File: config.mk
export PLATFORM = sky130hd
export DESIGN_NAME = ibuf_decode
export DESIGN_NICKNAME = d
export VERILOG_FILES = /design/src/rtl/ibuf_decode.sv
export SDC_FILE = /design/constraint.sdc
export NUM_CORES = 1
export LEC_CHECK = 0
export BUFFER_PORTS_ARGS = -buffer_cell sky130_fd_sc_hd__buf_2
export CORE_AREA = 2 2 215 195
export DETAILED_ROUTE_END_ITERATION = 16
export DIE_AREA = 0 0 217 197
export PLACE_DENSITY = 0.75
export SYNTH_ARGS = -nofsm -noshare
export SYNTH_HDL_FRONTEND = slang
export SYNTH_SLANG_ARGS = --single-unit
File: constraint.sdc
create_clock -name clk -period 3.48 [get_ports clk]
set_input_delay 1.044 -clock clk [delete_from_list [all_inputs] [get_ports clk]]
set_output_delay 1.044 -clock clk [all_outputs]
set_load 0.05 [all_outputs]
File: src/rtl/ibuf_decode.sv
// ibuf_decode: circular instruction buffer that pre-decodes each MIPS instruction as it is enqueued.
module ibuf_decode #(
  parameter  int DEPTH = 4,
  localparam int PTR_W = $clog2(DEPTH)
) (
  input  logic             clk,
  input  logic             resetn,
  input  logic             in_valid,
  output logic             in_ready,
  input  logic [31:0]      in_instr,
  input  logic [31:0]      in_pc,
  output logic             out_valid,
  input  logic             out_ready,
  output logic [31:0]      out_instr,
  output logic [31:0]      out_pc,
  output logic [4:0]       out_rs,
  output logic [4:0]       out_rt,
  output logic [4:0]       out_dst,
  output logic [31:0]      out_imm,
  output logic [2:0]       out_class,
  input  logic             flush,
  input  logic             flush_keep_head,
  output logic [PTR_W:0]   count
);
  logic [31:0]    instr_q [DEPTH];
  logic [31:0]    pc_q    [DEPTH];
  logic [4:0]     dst_q   [DEPTH];
  logic [31:0]    imm_q   [DEPTH];
  logic [2:0]     cls_q   [DEPTH];
  logic [PTR_W-1:0] head_q, head_d, tail_q, tail_d, head_adv;
  logic [PTR_W:0]   count_q, count_d;
  logic push, pop, keep;
  logic [5:0]  op, fn;
  logic [4:0]  rt, rd;
  logic [31:0] sext, zext;
  logic [4:0]  dec_dst;
  logic [31:0] dec_imm;
  logic [2:0]  dec_cls;
  assign op   = in_instr[31:26];
  assign fn   = in_instr[5:0];
  assign rt   = in_instr[20:16];
  assign rd   = in_instr[15:11];
  assign sext = {{16{in_instr[15]}}, in_instr[15:0]};
  assign zext = {16'b0, in_instr[15:0]};
  always_comb begin
    dec_dst = '0;
    dec_imm = '0;
    dec_cls = 3'd7;
    if (op == 6'h00) begin
      if (fn inside {6'h00, 6'h02, 6'h03, 6'h04, 6'h06, 6'h07, [6'h20:6'h27], 6'h2a, 6'h2b}) begin
        dec_cls = 3'd0;
        dec_dst = rd;
      end else if (fn == 6'h08) begin
        dec_cls = 3'd4;
      end else if (fn == 6'h09) begin
        dec_cls = 3'd4;
        dec_dst = rd;
      end else if (fn inside {6'h10, 6'h12}) begin
        dec_cls = 3'd5;
        dec_dst = rd;
      end else if (fn inside {6'h11, 6'h13, [6'h18:6'h1b]}) begin
        dec_cls = 3'd5;
      end
    end else if (op == 6'h01) begin
      // REGIMM: only BLTZ/BGEZ and their linking forms are recognised
      if (rt inside {5'h00, 5'h01, 5'h10, 5'h11}) begin
        dec_cls = 3'd3;
        dec_imm = sext;
        dec_dst = rt[4] ? 5'd31 : 5'd0;
      end
    end else if (op inside {6'h02, 6'h03}) begin
      dec_cls = 3'd4;
      dec_imm = {4'b0, in_instr[25:0], 2'b00};
      dec_dst = op[0] ? 5'd31 : 5'd0;
    end else if (op inside {[6'h04:6'h07]}) begin
      dec_cls = 3'd3;
      dec_imm = sext;
    end else if (op inside {[6'h09:6'h0f]}) begin
      dec_cls = 3'd0;
      dec_dst = rt;
      dec_imm = op == 6'h0f ? {in_instr[15:0], 16'b0} : op inside {[6'h0c:6'h0e]} ? zext : sext;
    end else if (op inside {6'h20, 6'h21, 6'h23, 6'h24, 6'h25}) begin
      dec_cls = 3'd1;
      dec_dst = rt;
      dec_imm = sext;
    end else if (op inside {6'h28, 6'h29, 6'h2b}) begin
      dec_cls = 3'd2;
      dec_imm = sext;
    end
  end
  assign in_ready  = count_q < (PTR_W+1)'(DEPTH);
  assign out_valid = count_q != '0;
  assign push      = in_valid & in_ready & ~flush;
  assign pop       = out_valid & out_ready;
  assign head_adv  = head_q + PTR_W'(pop);
  assign keep      = count_q > (PTR_W+1)'(pop);
  always_comb begin
    head_d  = (flush & ~flush_keep_head) ? '0 : head_adv;
    tail_d  = !flush ? tail_q + PTR_W'(push) : !flush_keep_head ? '0 : keep ? head_adv + PTR_W'(1) : head_adv;
    count_d = !flush ? count_q + (PTR_W+1)'(push) - (PTR_W+1)'(pop) : (flush_keep_head & keep) ? (PTR_W+1)'(1) : '0;
  end
  always_ff @(posedge clk or negedge resetn) begin
    if (!resetn) begin
      head_q  <= '0;
      tail_q  <= '0;
      count_q <= '0;
      for (int i = 0; i < DEPTH; i++) begin
        instr_q[i] <= '0;
        pc_q[i]    <= '0;
        dst_q[i]   <= '0;
        imm_q[i]   <= '0;
        cls_q[i]   <= '0;
      end
    end else begin
      head_q  <= head_d;
      tail_q  <= tail_d;
      count_q <= count_d;
      if (push) begin
        instr_q[tail_q] <= in_instr;
        pc_q[tail_q]    <= in_pc;
        dst_q[tail_q]   <= dec_dst;
        imm_q[tail_q]   <= dec_imm;
        cls_q[tail_q]   <= dec_cls;
      end
    end
  end
  assign out_instr = instr_q[head_q];
  assign out_pc    = pc_q[head_q];
  assign out_rs    = out_instr[25:21];
  assign out_rt    = out_instr[20:16];
  assign out_dst   = dst_q[head_q];
  assign out_imm   = imm_q[head_q];
  assign out_class = cls_q[head_q];
  assign count     = count_q;
endmodule

==> impl_metrics.toml, run 1 <==
[place]
dp_hpwl_um = 37400
place.detailed.instances = 2653
port_buffers = 188
pre_cts_ws_ps = 328
dpl-instance-area_um2 = 21600
gp_congestion = 0.907

[setup_path]
cpMaxStageDelayCell = "sky130_fd_sc_hd__mux4_2"
rrSetupSlack_ps = 1120
critical_path.reg2reg.startpoint = "count[2]"
capture_point_of_the_worst_reg_to_reg_path = "imm_q[103]"
cp-start-kind = "flip-flop"
rr_worst_depth = 4
critPathArrivalTime_ps = 2350
worst_ep_required_time_ps = 2440
worst-setup-path-type = "reg2out"
crit_buf_inv = 2
timing.critical_path.fanout_max = 51
cpLargestDelayFamily = "multiplexers"
cp-end-kind = "primary output"
critical_path.cell_chain = "buf_12 > mux4_2 > buf_2"
critPathMaxStageDelay_ps = 650

[final_layout]
final_cell_count_no_fill = 2737
postLayoutCoreUtil_pct = 57.4
finalInstanceArea_um2 = 23200
area_growth_pct = 15.9
layout.nets = 2237
layout-drive-gt1-share_pct = 20.4

[pwr]
power.density_cell_area_nw_per_um2 = 1020
finalPower_mw = 23.7
static_power_due_to_leakage_nw = 11.3
power.switching_fraction_pct = 42.9
total_switching_power_mw = 10.1
seq_power_share_pct = 34.7
pwr-share-comb_pct = 43.7
peakVddDrop_v = 0.00101
internal_power_mw = 13.5
pwr-share-clk_pct = 21.6

[timing]
tightest_slew_ps = 853
slew_viol_final = 0
timing.final.hold_violations = 0
post-route-worst-setup-slack_ps = 81.9
min_period_ps = 3400
layout_worst_path_cycle_share_pct = 97.6
hold_ws_ps = 417
fin_tns_setup_ps = 0
rsz0062_at_grt = "no"
fmax_ghz = 0.294
finalSetupViolations = 0
finalClockSkew_ps = 18.6
slew_headroom_pct = 43.1

[clock_tree]
tritoncts = "yes"
cts-buffers-inserted = 45
clock_insertion_delay_worst_skew_ps = 580
max-clock-path-buffers = 3
h-tree-depth = 2
clkTransAtPathRegs_ps = 60
cts.sink_count = 423
clock-root-buffer = "sky130_fd_sc_hd__clkbuf_16"
post_cts.repair.setup_buffers = 0

[yosys]
syn_inst = 2029
synth_area_per_cell_um2 = 9.88
syn-cell-area_um2 = 20000
synth_fa_ha_area_share_pct = 0.474
synth.distinct_cells = 67
synth.yosys.seq_area_share_pct = 52.8
synth_simple_gate_area_share_pct = 19.6
post_synth_edffs = 0
synthMuxAreaShare_pct = 12.8
synth_compound_gate_area_share_pct = 10.1
synth_nets = 2106
synth_warnings = 0
synth-seq-cells = 423
synthArstFlopShare_pct = 100
synthFlopType = "sky130_fd_sc_hd__dfrtp_1"
synth_top_family_by_area = "simple AND/OR/NAND/NOR gates"
synthXorXnorAreaFrac_pct = 0.219

[drt]
detail_route.iter0.violations = 1794
post-route-drc-count = 0
routed_wl_um = 57900
num_vias = 16400
avgViaCountPerCell = 6.00
antenna_left = 0
drt-wirelength-per-cell_um = 21.1
first_pass_iters = 6

[global_route]
globalRoute.totalOverflow = 0
first_global_vias = 16600
wire_length_of_the_first_global_routing_pass_um = 92100
grt_antenna_before_repair = 5
pin_count_of_the_biggest_net_entering_global_routing = 91
grt.total_usage_pct = 27.6

[floorplanning]
chipWidth_um = 217
initial_core_util_pct = 49.5
num_rows = 70
chipHeight_um = 197
core_area_um2 = 40500
total_i_o_pin_count = 189
dieArea_um2 = 42700

[outcome]
outcome = "finished, final reports clean"

[flow_run]
maxCapViolations = 0

[min_path]
holdCritPathClass = "in2async"
-- metal layers --
layer	share of wire (%)	vias up	wire (um)	GRT usage, %
li1	-	7172	-	-
met1	40	8328	23200	37.5
met2	49	803	28100	44.5
met3	8.4	117	4880	5.43
met4	2.9	2	1650	9.46
met5	0.035	-	20	0
-- power groups by stage --
stage	Combinational [mW]	Clock (mW)	Sequential (mW)
final	10.3	5.10	8.22
after global routing	11.1	5.36	8.46
after CTS	10.4	5.17	8.20
after detailed placement	10.3	0	8.25
after global placement	10.1	0	8.11
after floorplan	8.09	0	7.85
-- how the worst max path moves through the flow --
stage / start / endpoint / slack (ps) / cells past startpoint
4_1_cts: head_q[0] / out_imm[15] / 30 / 4
3_3_place_gp: in_instr[28] / imm_q[97] / 410 / 6
6_report: head_q[0] / out_imm[5] / 80 / 3
5_1_grt: head_q[0] / out_imm[5] / 5 / 3
3_5_place_dp: in_instr[28] / imm_q[103] / 330 / 6
2_1_floorplan: head_q[0] / out_rs[0] / 410 / 4
-- cell usage in the layout, fill, tap and decap left out, types with 14 or more instances in the layout --
cell,count
sky130_fd_sc_hd__nor2_1,59
sky130_fd_sc_hd__mux2i_1,18
sky130_fd_sc_hd__nand3_1,23
sky130_fd_sc_hd__clkbuf_16,47
sky130_fd_sc_hd__dfrtp_1,421
sky130_fd_sc_hd__o2bb2ai_1,18
sky130_fd_sc_hd__a221o_1,16
sky130_fd_sc_hd__mux4_2,104
sky130_fd_sc_hd__buf_12,18
sky130_fd_sc_hd__a21oi_1,70
sky130_fd_sc_hd__o22ai_1,14
sky130_fd_sc_hd__buf_2,187
sky130_fd_sc_hd__o221ai_1,33
sky130_fd_sc_hd__inv_1,14
sky130_fd_sc_hd__clkbuf_8,15
sky130_fd_sc_hd__o21ai_0,97
sky130_fd_sc_hd__buf_4,41
sky130_fd_sc_hd__nand2_1,846
-- flip-flops by register name (all words and copies together) (netlist names) --
register and flops:
imm_q 128, instr_q 128, pc_q 128, dst_q 20, cls_q 12, count 3
head_q 2, tail_q 2
-- final cells by class --
type	count	area (um^2)
Multi-Input combinational cell	1427	8680
Sequential cell	423	10600
Inverter	14	52.6
Antenna cell	2	5.00
Clock inverter	13	180
Timing Repair Buffer	249	1640
Tap cell	540	676
Fill cell	3380	17200
Clock buffer	69	1410
-- synthesized netlist by cell type (all sizes together), types with 2 or more instances --
library cell	number	share of area, %
nor3b	2	0.12
mux2	4	0.22
nand3b	2	0.075
nor3	7	0.22
or3	7	0.24
o21ai	99	2.5
clkbuf	94	1.8
o21bai	2	0.075
nor4	3	0.20
o2bb2ai	18	0.79
o211ai	2	0.075
nand2	846	16
a211oi	3	0.11
inv	14	0.26
a31oi	3	0.094
mux2i	18	0.90
mux4	104	12
a21o	8	0.30
dfrtp	423	53
a22oi	4	0.15
o221ai	33	1.4
nor4b	2	0.087
xnor2	4	0.17
ha	6	0.37
nand3	24	0.60
nand2b	8	0.25
buf	71	2.0
a21boi	6	0.22
o211a	4	0.20
a21oi	70	1.7
nor2b	9	0.28
nor2	61	1.2
a32o	9	0.45
o22ai	14	0.44
a22o	7	0.31
a221o	16	0.80
or4	2	0.075
-- kinds of logic after synthesis --
family	count (synthesis)
fa+ha+maj	7
simple gates	983
mux	126
xor+xnor	5
compound gates	306
flops	423
buf+inv	179
-- what timing repair did --
item / 4_1_cts / 5_1_grt
resized for setup: 0 / 2
hold buffers: 0 / 0
endpoints found under the setup margin: 0 / 4
(Power assumes the default switching activity.)
==> inputs of run 2 (changes only) <==
CTS_BUF_LIST = sky130_fd_sc_hd__clkbuf_4 sky130_fd_sc_hd__clkbuf_8   (was unset)
==> impl_metrics.toml, run 2 (synthesized netlist as in run 1, its figures left out) <==
[clock_tree]
h-tree-depth = 3
post_cts.repair.setup_buffers = 0
cts_hold_buffers = 0
clock-root-buffer = "sky130_fd_sc_hd__clkbuf_8"
max-clock-path-buffers = 3
cts.sink_count = 423
tritoncts = "yes"
cts-buffers-inserted = 72
clkTransAtPathRegs_ps = 60
clock_insertion_delay_worst_skew_ps = 650

[drt]
detail_route.iter0.violations = 1824
wl_met3_um = 4920
routed_wl_um = 57700
antenna_left = 0
met2RoutedLength_um = 27600
num_vias = 16600
met1_length_um = 23300
top_signal_layer_used = "met4"
avgViaCountPerCell = 5.96
post-route-drc-count = 0
drt-wirelength-per-cell_um = 20.7
first_pass_iters = 5

[floorplanning]
core_area_um2 = 40500
chipHeight_um = 197
total_i_o_pin_count = 189
chipWidth_um = 217
num_rows = 70
initial_core_util_pct = 49.5
dieArea_um2 = 42700

[final_layout]
commonest_cells_after_routing_fill_and_taps_aside = "sky130_fd_sc_hd__nand2_1, sky130_fd_sc_hd__dfrtp_1, sky130_fd_sc_hd__buf_2"
final.fill_count = 3433
layout.nets = 2264
multiInputGateArea_um2 = 8680
area_growth_pct = 15.8
layout-drive-gt1-share_pct = 22.2
area.sequential_um2 = 10600
final_common_cell = "sky130_fd_sc_hd__nand2_1"
top_regs = "imm_q (128), instr_q (128), pc_q (128)"
final_cell_count_no_fill = 2781

[timing]
layout_worst_path_cycle_share_pct = 98.9
rsz0062_at_grt = "yes"
slew_headroom_pct = 43.1
min_period_ps = 3440
tightest_slew_ps = 853
finalClockSkew_ps = 26.9
fmax_ghz = 0.290
finalSetupViolations = 0
slew_viol_final = 0
timing.final.hold_violations = 0
fin_tns_setup_ps = 0

[pwr]
peakVddDrop_v = 0.000942
power.density_cell_area_nw_per_um2 = 1000
static_power_due_to_leakage_nw = 11.3
finalPower_mw = 23.3

[place]
port_buffers = 188
place.detailed.instances = 2653
dp_hpwl_um = 37400
gp_congestion = 0.907

[setup_path]
cp-end-kind = "primary output"
rrSetupSlack_ps = 1140
critical_path.cell_chain = "buf_16 > mux4_2 > buf_2"
cp-start-kind = "flip-flop"
critPathMaxStageDelay_ps = 640
worst_ep_required_time_ps = 2440
cpMaxStageDelayCell = "sky130_fd_sc_hd__mux4_2"
timing.critical_path.fanout_max = 51
worst-setup-path-type = "reg2out"
critPathArrivalTime_ps = 2400

[global_route]
globalRoute.totalOverflow = 0
first_global_vias = 16900
wire_length_of_the_first_global_routing_pass_um = 92000
grt_antenna_before_repair = 3
grt.total_usage_pct = 27.5
pin_count_of_the_biggest_net_entering_global_routing = 91

[outcome]
outcome = "finished, final reports clean"

[flow_run]
maxCapViolations = 0

[min_path]
holdCritPathClass = "in2async"
## run 2: cell count changes in the layout (fill, tap and decap cells not counted), sizes merged
cell      before  now
clkinvlp       2    5
clkinv         5    6
bufinv         4    1
inv           16   17
clkbuf        69  110
diode          2    3
## run 2: layer usage
metal | track usage [%] | vias to the layer above
met5 | 0 | -
met4 | 11.3 | 0
met3 | 4.69 | 158
met2 | 43.7 | 839
met1 | 37.9 | 8317
li1 | - | 7248
## run 2: worst max-delay path, delay by kind of cell, from the launching register on
| kind | cells | cell delay (ps) |
|---|---|---|
| DFF | 1 | 450 |
| buffers and inverters | 2 | 590 |
| muxes | 1 | 640 |
## run 2: through the flow
stage          area, um^2  hold WS, ps  utilization [%]  worst slack [ps]
6_report            23200          360             57.3              37.4
5_1_grt             23200          372             57.3             -27.1
4_1_cts             23200          364             57.3              9.01
3_5_place_dp        21600          458             53.5               328
3_3_place_gp        21600          452             53.5               406
2_1_floorplan       20000          440                -               413
## run 2: final cells by class
class / count / share of cell area [%]
clock buffer: 110 / 6.07
inverter: 14 / 0.226
tap: 540 / 2.91
clock inverter: 15 / 0.534
timing repair buffer: 249 / 7.17
antenna: 3 / 0.0324
multi-input combinational: 1427 / 37.4
sequential: 423 / 45.6
## run 2: worst paths after layout
path                               to  cells past startpoint       from
setup / recovery           out_imm[5]                      3  head_q[0]
hold / removal             instr_q[7]                      1     resetn
setup reg to reg           imm_q[109]                      4   count[2]
hold reg to reg              pc_q[41]                      2   pc_q[41]
max in group asynchronous  imm_q[126]                      2     resetn
min in group clk             pc_q[41]                      2   pc_q[41]
## run 2: what timing repair did
item                                    4_1_cts  5_1_grt
gates resized for setup                       3        4
gates cloned                                  0        0
endpoints found under the setup margin       20       20
## run 2: power breakdown
group,internal [mW],switching (mW)
Clock,2.66,2.07
Sequential,7.03,1.18
Combinational,3.42,6.91
